[src/rtl/wr_req_adapter.sv]
// Write-side front end of the async FIFO: buffers a valid/ready stream in a small queue
// and feeds wr_ctrl through an active-low request, with data aligned to its wr_en strobe.
module wr_req_adapter #(
    parameter int DATA_WIDTH = 8,
    parameter int DEPTH      = 4,
    parameter int CNT_WIDTH  = 16
) (
    input  logic                     wr_clk,
    input  logic                     rst,
    input  logic                     s_valid,
    input  logic [DATA_WIDTH-1:0]    s_data,
    output logic                     s_ready,
    input  logic                     full,
    input  logic                     wr_en,
    output logic                     wr_req_,
    output logic [DATA_WIDTH-1:0]    wr_data,
    output logic [$clog2(DEPTH):0]   level,
    output logic [CNT_WIDTH-1:0]     stall_cnt,
    output logic                     proto_err
);

    localparam int AW = $clog2(DEPTH);
    localparam int LW = AW + 1;
    localparam logic [LW-1:0] FULL_LEVEL = LW'(DEPTH);

    logic [DATA_WIDTH-1:0] r_mem [DEPTH];
    logic [AW-1:0]         r_head;
    logic [AW-1:0]         r_tail;
    logic [LW-1:0]         r_level;
    logic [CNT_WIDTH-1:0]  r_stallCnt;
    logic                  r_protoErr;

    logic                  w_push;
    logic                  w_pop;
    logic                  w_wrReq;
    logic                  w_stall;
    logic [LW-1:0]         w_wrEnLevel;

    // The word under an active wr_en is already spoken for, so only request when
    // another word sits behind it; this gives back-to-back writes without duplicates.
    assign w_wrEnLevel = {{AW{1'b0}}, wr_en};
    assign w_wrReq     = (r_level > w_wrEnLevel);
    assign w_push      = s_valid && s_ready;
    assign w_pop       = wr_en && (r_level != '0);
    assign w_stall     = w_wrReq && full;

    assign s_ready   = (r_level != FULL_LEVEL);
    assign wr_req_   = !w_wrReq;
    assign wr_data   = r_mem[r_head];
    assign level     = r_level;
    assign stall_cnt = r_stallCnt;
    assign proto_err = r_protoErr;

    always_ff @(posedge wr_clk or posedge rst) begin
        if (rst) begin
            for (int i = 0; i < DEPTH; i++) begin
                r_mem[i] <= '0;
            end
        end else if (w_push) begin
            r_mem[r_tail] <= s_data;
        end
    end

    // Pointers wrap naturally; the separate level register keeps full and empty distinct.
    always_ff @(posedge wr_clk or posedge rst) begin
        if (rst) begin
            r_head  <= '0;
            r_tail  <= '0;
            r_level <= '0;
        end else begin
            if (w_push) begin
                r_tail <= r_tail + 1'b1;
            end
            if (w_pop) begin
                r_head <= r_head + 1'b1;
            end
            case ({w_push, w_pop})
                2'b10:   r_level <= r_level + LW'(1);
                2'b01:   r_level <= r_level - LW'(1);
                default: r_level <= r_level;
            endcase
        end
    end

    always_ff @(posedge wr_clk or posedge rst) begin
        if (rst) begin
            r_stallCnt <= '0;
            r_protoErr <= 1'b0;
        end else begin
            if (w_stall && (r_stallCnt != '1)) begin
                r_stallCnt <= r_stallCnt + 1'b1;
            end
            if (wr_en && (r_level == '0)) begin
                r_protoErr <= 1'b1;
            end
        end
    end

endmodule

[config.mk]
export PLATFORM = sky130hd
export DESIGN_NAME = wr_req_adapter
export DESIGN_NICKNAME = d
export VERILOG_FILES = /design/src/rtl/wr_req_adapter.sv
export SDC_FILE = /design/constraint.sdc
export NUM_CORES = 1
export LEC_CHECK = 0
export ABC_CLOCK_PERIOD_IN_PS = 2400
export BUFFER_PORTS_ARGS = -buffer_cell sky130_fd_sc_hd__buf_2
export CORE_UTILIZATION = 25
export DETAILED_ROUTE_END_ITERATION = 12
export GPL_TIMING_DRIVEN = 0
export PLACE_DENSITY_LB_ADDON = 0.2
export SLEW_MARGIN = 15
export SYNTH_ARGS = -nofsm -noshare
export SYNTH_HDL_FRONTEND = slang
export SYNTH_SLANG_ARGS = --single-unit
[constraint.sdc]
create_clock -name wr_clk -period 2.4 [get_ports wr_clk]
set_input_delay 0.48 -clock wr_clk [delete_from_list [all_inputs] [get_ports wr_clk]]
set_output_delay 0.48 -clock wr_clk [all_outputs]
set_load 0.05 [all_outputs]
==> impl_metrics.tcl, run 1 <==
set metrics [dict create \
    slowest_stage "mux4_2" \
    dieArea_sq_mm 0.0111 \
    wl_per_cell_um 14.3 \
    dp_hpwl_um 3620 \
    synthSimpleGateAreaFrac_pct 11.7 \
    slew_headroom_pct 51.8 \
    rrSetupSlack_ns 0.26 \
    pwr_density_cell_mw_per_mm2 1440 \
    cts_made_buffers 5 \
    cts-htree-levels 2 \
    yosys.area_share.adder_pct 4.04 \
    cp_max_fo 10 \
    clk_latency_ns 0.31 \
    cts_buffer_depth 2 \
    synth_seq_cells 56 \
    antenna_found_initial 0 \
    r2r_start "level[0]$_DFFE_PP0P_" \
    core_area_sq_mm 0.0103 \
    timing.rr.end "stall_cnt[10]$_DFFE_PP0P_" \
    cp.required_ns 1.92 \
    p_int_w 0.00243 \
    drtIter0Drc 51 \
    viasPerCell 4.38 \
    p_seq_share_pct 36.1 \
    async_flop_share_pct 100 \
    worst_slew_pin_slew_ns 0.724 \
    routed_wl_um 5460 \
    seq_area_frac_synth_pct 52.6 \
    power_frac_comb_pct 51.8 \
    cts_sinks 56 \
    cp_top_family "multiplexers" \
    cp-end-kind "primary output" \
    synth_compound_area_share_pct 1.69 \
    n_antenna_cell 0 \
    ant_nets 0 \
    setup-tns-final_ns 0 \
    crit_arrival_ns 1.78 \
    setup_viol 0 \
    place.port_buffers 42 \
    critPathKind "register to primary output" \
    grtUsageMet3_pct 2.29 \
    synth-warning-count 0 \
    power.switching_w 0.00210 \
    outcome "finished, final reports clean" \
    placed_cells 373 \
    fp-row-count 37 \
    vias 1669 \
    synth_xor_area_share_pct 6.24 \
    post-cts-setup-buffer-count 0 \
    clkPwrFrac_pct 12.1 \
    p_sw_share_pct 46.4 \
    crit_path_frequent_cell "buf_2" \
    drive_gt1_share_pct 42.0 \
    fmax_ghz 0.442 \
    drv_slew 0 \
    drc_errors 0 \
    met1_usage_pct 13.9 \
    crit_buf_inv 2 \
    synthCells 195 \
    power.leakage_nw 1.43 \
    hp-class "primary input to async pin" \
    cp_cell_sequence "buf_2, mux4_2, buf_2" \
    cts_hold_buf 0 \
    synth_top_family_by_area "multiplexers" \
    grt_max_degree 57 \
    grt_first_pass_wirelength_um 9140 \
    synth_nets 216 \
    gp_congestion 0.695 \
    ys_types 36 \
    rsz0062_at_grt "false" \
    grtUsageTotal_pct 10.6 \
    period_minus_slack_ns 2.26 \
    clkSlewWorstSetupHoldPaths_ns 0.11 \
    cts-root-buf "clkbuf_8" \
    die_w_um 105 \
    hold_viol_final 0 \
    startpoint_type "register" \
    ioPinCount 43 \
    postPlaceCellArea_sq_mm 0.00305 \
    cts_tree "yes" \
    instances_no_fill 381 \
    synth_edf_count 0 \
    die_h_um 105 \
    syn-cell-area_sq_mm 0.00267 \
    ys.flop_type "dfrtp_1" \
    grt-ovfl-total 0 \
    avgSynthCellArea_sq_um 13.7 \
    initial_core_util_pct 25.8 \
    final_area_sq_mm 0.00315 \
    synth.area.mux_share_pct 22.1 \
    fin_worst_skew_ns 0.00783 \
    grt_pass1_vias 1765 \
    top_usage_layer "met2" \
    worst-path-stages 3 \
    syn_to_final_growth_pct 18.1 \
    max_cap_viol_count 0 \
    fin_crit_sh_pct 94.2 \
    nets 265 \
    use_met2_pct 17.5 \
    reg2reg_depth 7 \
    first_pass_iters 4 \
    cpPeakStageDelay_ns 0.57 \
    irDropWorstVdd_mv 0.648 \
]
-- per-layer routing --
| metal | part of all wire, % | wire, um | up-vias |
|---|---|---|---|
| met2 | 48 | 2610 | 35 |
| met4 | 0.95 | 52 | 0 |
| met1 | 48 | 2600 | 835 |
| li1 | - | - | 794 |
| met3 | 3.6 | 197 | 5 |
| met5 | 0 | 0 | - |
-- power groups by stage --
stage	logic [W]	registers, W	clock network (W)
floorplan	0.00161	0.00191	0
global placement	0.00236	0.00165	0
detailed placement	0.00238	0.00166	0
CTS	0.00238	0.00164	0.000578
global route	0.00252	0.00171	0.000607
finish	0.00235	0.00164	0.000548
-- registers in the layout, indices dropped and copies added, names as in the netlist --
name	cells
r_mem	32
stall_cnt	16
level	3
r_head	2
r_tail	2
proto_err	1
-- cell usage after synthesis, types with 2 or more instances --
master | instances | area share, %
nand3_1 | 4 | 0.75
o21ai_0 | 2 | 0.38
xnor2_1 | 6 | 2.0
mux2_2 | 34 | 14
nor2_1 | 5 | 0.70
nor3b_1 | 2 | 0.56
dfrtp_1 | 56 | 53
nand2_1 | 13 | 1.8
and4_1 | 2 | 0.66
nand4_1 | 2 | 0.47
xor2_1 | 13 | 4.3
and3_1 | 2 | 0.47
nor4_1 | 5 | 1.2
buf_2 | 2 | 0.38
ha_1 | 7 | 3.3
mux4_2 | 8 | 6.8
nor3_1 | 6 | 1.1
inv_1 | 8 | 1.1
-- area by class of cell --
cell class                      count  area (sq um)
Tap cell                          136           170
Clock inverter                      3          25.0
Timing Repair Buffer               42           210
Multi-Input combinational cell    128          1230
Sequential cell                    56          1400
Fill cell                        1088          7180
Inverter                            8          32.5
Clock buffer                        5          68.8
Buffer                              3          13.8
-- cell families (layout without fill, tap and decap cells) --
group | after synthesis | in the layout
AOI/OAI and AO/OA | 6 | 6
muxes | 44 | 44
and+or+nand+nor | 51 | 51
adders and majority gates | 8 | 8
DFF | 56 | 56
xor gates and xnor gates | 19 | 19
buffers and inverters | 11 | 61
-- worst max-delay path by stage --
| stage | slack (ns) | to | startpoint |
|---|---|---|---|
| CTS | 0.1 | wr_data[3] | r_head[0]$_DFFE_PP0P_ |
| global placement | -0.35 | r_mem[30]$_DFFE_PP0P_ | rst |
| global route | 0.02 | stall_cnt[10]$_DFFE_PP0P_ | level[0]$_DFFE_PP0P_ |
| detailed placement | 0.16 | stall_cnt[10]$_DFFE_PP0P_ | wr_en |
| finish | 0.14 | wr_data[3] | r_head[0]$_DFFE_PP0P_ |
| floorplan | 0.09 | wr_req_ | level[0]$_DFFE_PP0P_ |
-- per-stage QoR --
stage               total power, W  util (%)  hold WS [ns]  setup slack [ns]
floorplan                  0.00352         -         0.474            0.0919
global route               0.00483      30.5         0.337            0.0222
CTS                        0.00460      30.4         0.308            0.0975
global placement           0.00401      29.5         0.452            -0.348
detailed placement         0.00404      29.5         0.456             0.160
finish                     0.00453      30.5         0.282             0.140
-- placed cells by master (no fill, tap or decap), types with 2 or more instances in the layout --
cell and n:
inv_1 7, inv_6 2, ha_1 7, clkbuf_8 5, nand4_1 2, nor2_1 5, mux4_2 8, dfrtp_1 56
mux2_2 34, xnor2_1 6, xor2_1 13, nor3_1 6, nand3_1 4, nor4_1 4, o21ai_0 2, and4_1 2
nand2_1 13, nor3b_1 2, buf_2 44, and3_1 2
-- what timing repair did --
item | CTS | global route
gates resized for setup | 0 | 1
hold endpoints to repair | 0 | 0
setup endpoints to repair | 0 | 1
No activity file was read; power rests on OpenSTA's default activity.
==> run 2: changes to the inputs <==
--- a/config.mk
+++ b/config.mk
@@ -10,6 +10,7 @@
 export CORE_UTILIZATION = 25
 export DETAILED_ROUTE_END_ITERATION = 12
 export GPL_TIMING_DRIVEN = 0
+export MAX_ROUTING_LAYER = met4
 export PLACE_DENSITY_LB_ADDON = 0.2
 export SLEW_MARGIN = 15
 export SYNTH_ARGS = -nofsm -noshare
==> impl_metrics.tcl, run 2 (synthesized netlist as in run 1, its figures left out) <==
set metrics [dict create \
    outcome "finished, final reports clean" \
    hp-class "primary input to async pin" \
    drive_gt1_share_pct 42.0 \
    rsz0062_at_grt "false" \
    largest_reg_flops 32 \
    hold_viol_final 0 \
    grt_max_degree 57 \
    worst_slew_pin_slew_ns 0.724 \
    pwr_density_cell_mw_per_mm2 1440 \
    gp_congestion 0.702 \
    cts_hold_buf 0 \
    vias 1670 \
    die_h_um 105 \
    startpoint_type "register" \
    dieArea_sq_mm 0.0111 \
    syn_to_final_growth_pct 18.1 \
    final_cell_mix "dfrtp_1, buf_2, mux2_2" \
    regArea_sq_mm 0.00140 \
    cts-root-buf "clkbuf_8" \
    grt-ovfl-total 0 \
    fmax_ghz 0.442 \
    slew_headroom_pct 51.8 \
    layout_commonest_cell "dfrtp_1" \
    clkSlewWorstSetupHoldPaths_ns 0.11 \
    cp_max_fo 10 \
    cp-end-kind "primary output" \
    antenna_found_initial 0 \
    grt_pass1_vias 1767 \
    core_area_sq_mm 0.0103 \
    cts_sinks 56 \
    drv_slew 0 \
    routed_wl_um 5460 \
    die_w_um 105 \
    irDropWorstVdd_mv 0.648 \
    cts_made_buffers 5 \
    top_register "r_mem" \
    cts_buffer_depth 2 \
    fin_crit_sh_pct 94.2 \
    viasPerCell 4.38 \
    multi_input_area_sq_mm 0.00123 \
    power.leakage_nw 1.43 \
    fin_worst_skew_ns 0.00783 \
    cp.required_ns 1.92 \
    setup-tns-final_ns 0 \
    ioPinCount 43 \
    clk_latency_ns 0.31 \
    nets 265 \
    setup_viol 0 \
    first_pass_iters 4 \
    initial_core_util_pct 25.8 \
    ant_nets 0 \
    nFillCells 1088 \
    grtUsageTotal_pct 10.9 \
    wl_per_cell_um 14.3 \
    grt_first_pass_wirelength_um 9140 \
    drc_errors 0 \
    cts-htree-levels 2 \
    critPathKind "register to primary output" \
    crit_arrival_ns 1.78 \
    fp-row-count 37 \
    cts_tree "yes" \
    max_cap_viol_count 0 \
    rrSetupSlack_ns 0.26 \
    period_minus_slack_ns 2.26 \
    place.port_buffers 42 \
    drtIter0Drc 50 \
    dp_hpwl_um 3620 \
    n_antenna_cell 0 \
    total_power_w 0.00453 \
]
[run 2: cell counts in the layout (fill, tap and decap cells not counted)]
No cell type changed its count.
[run 2: critical path: stages (launching register included)]
cell	delay, ns
dfrtp_1	0.34
buf_2	0.33
mux4_2	0.57
buf_2	0.23
[run 2: cell type report]
cell class | instances | share of cell area, %
tap | 136 | 5.41
inverter | 8 | 1.03
sequential | 56 | 44.5
multi-input combinational | 128 | 39.0
buffer | 3 | 0.437
clock inverter | 3 | 0.795
timing repair buffer | 42 | 6.68
clock buffer | 5 | 2.19
[run 2: through the flow]
| step | hold WS [ns] | cell area [sq um] | utilization, % | setup WS [ns] | cells |
|---|---|---|---|---|---|
| global placement | 0.452 | 3050 | 29.5 | -0.348 | 373 |
| global route | 0.337 | 3150 | 30.5 | 0.0222 | 381 |
| floorplan | 0.474 | 2670 | - | 0.0919 | 195 |
| detailed placement | 0.456 | 3050 | 29.5 | 0.160 | 373 |
| finish | 0.282 | 3150 | 30.5 | 0.140 | 381 |
| CTS | 0.308 | 3140 | 30.4 | 0.0975 | 381 |
[run 2: final timing paths]
kind,start,end,cells after the start
min in group wr_clk,wr_en,proto_err$_DFFE_PP0P_,2
min reg2reg,proto_err$_DFFE_PP0P_,proto_err$_DFFE_PP0P_,1
max in group asynchronous,rst,r_head[1]$_DFFE_PP0P_,2
max reg2reg,level[0]$_DFFE_PP0P_,stall_cnt[10]$_DFFE_PP0P_,7
max,r_head[0]$_DFFE_PP0P_,wr_data[3],3
min,rst,r_mem[23]$_DFFE_PP0P_,2
[run 2: what timing repair did]
| item | in CTS | in global routing |
|---|---|---|
| gates resized for setup | 0 | 1 |
| buffers inserted | 0 | 0 |
| endpoints found under the setup margin | 0 | 1 |
[run 2: where the power goes]
part | internal, W | switching [W]
sequential | 0.00135 | 0.000282
combinational | 0.000860 | 0.00149
clock | 0.000214 | 0.000334
[run 2: layer usage]
layer | global-route usage (%) | part of all wire [%]
met1 | 13.9 | 48
met5 | - | 0
met4 | 3.32 | 0.93
met2 | 17.5 | 48
met3 | 2.29 | 3.6
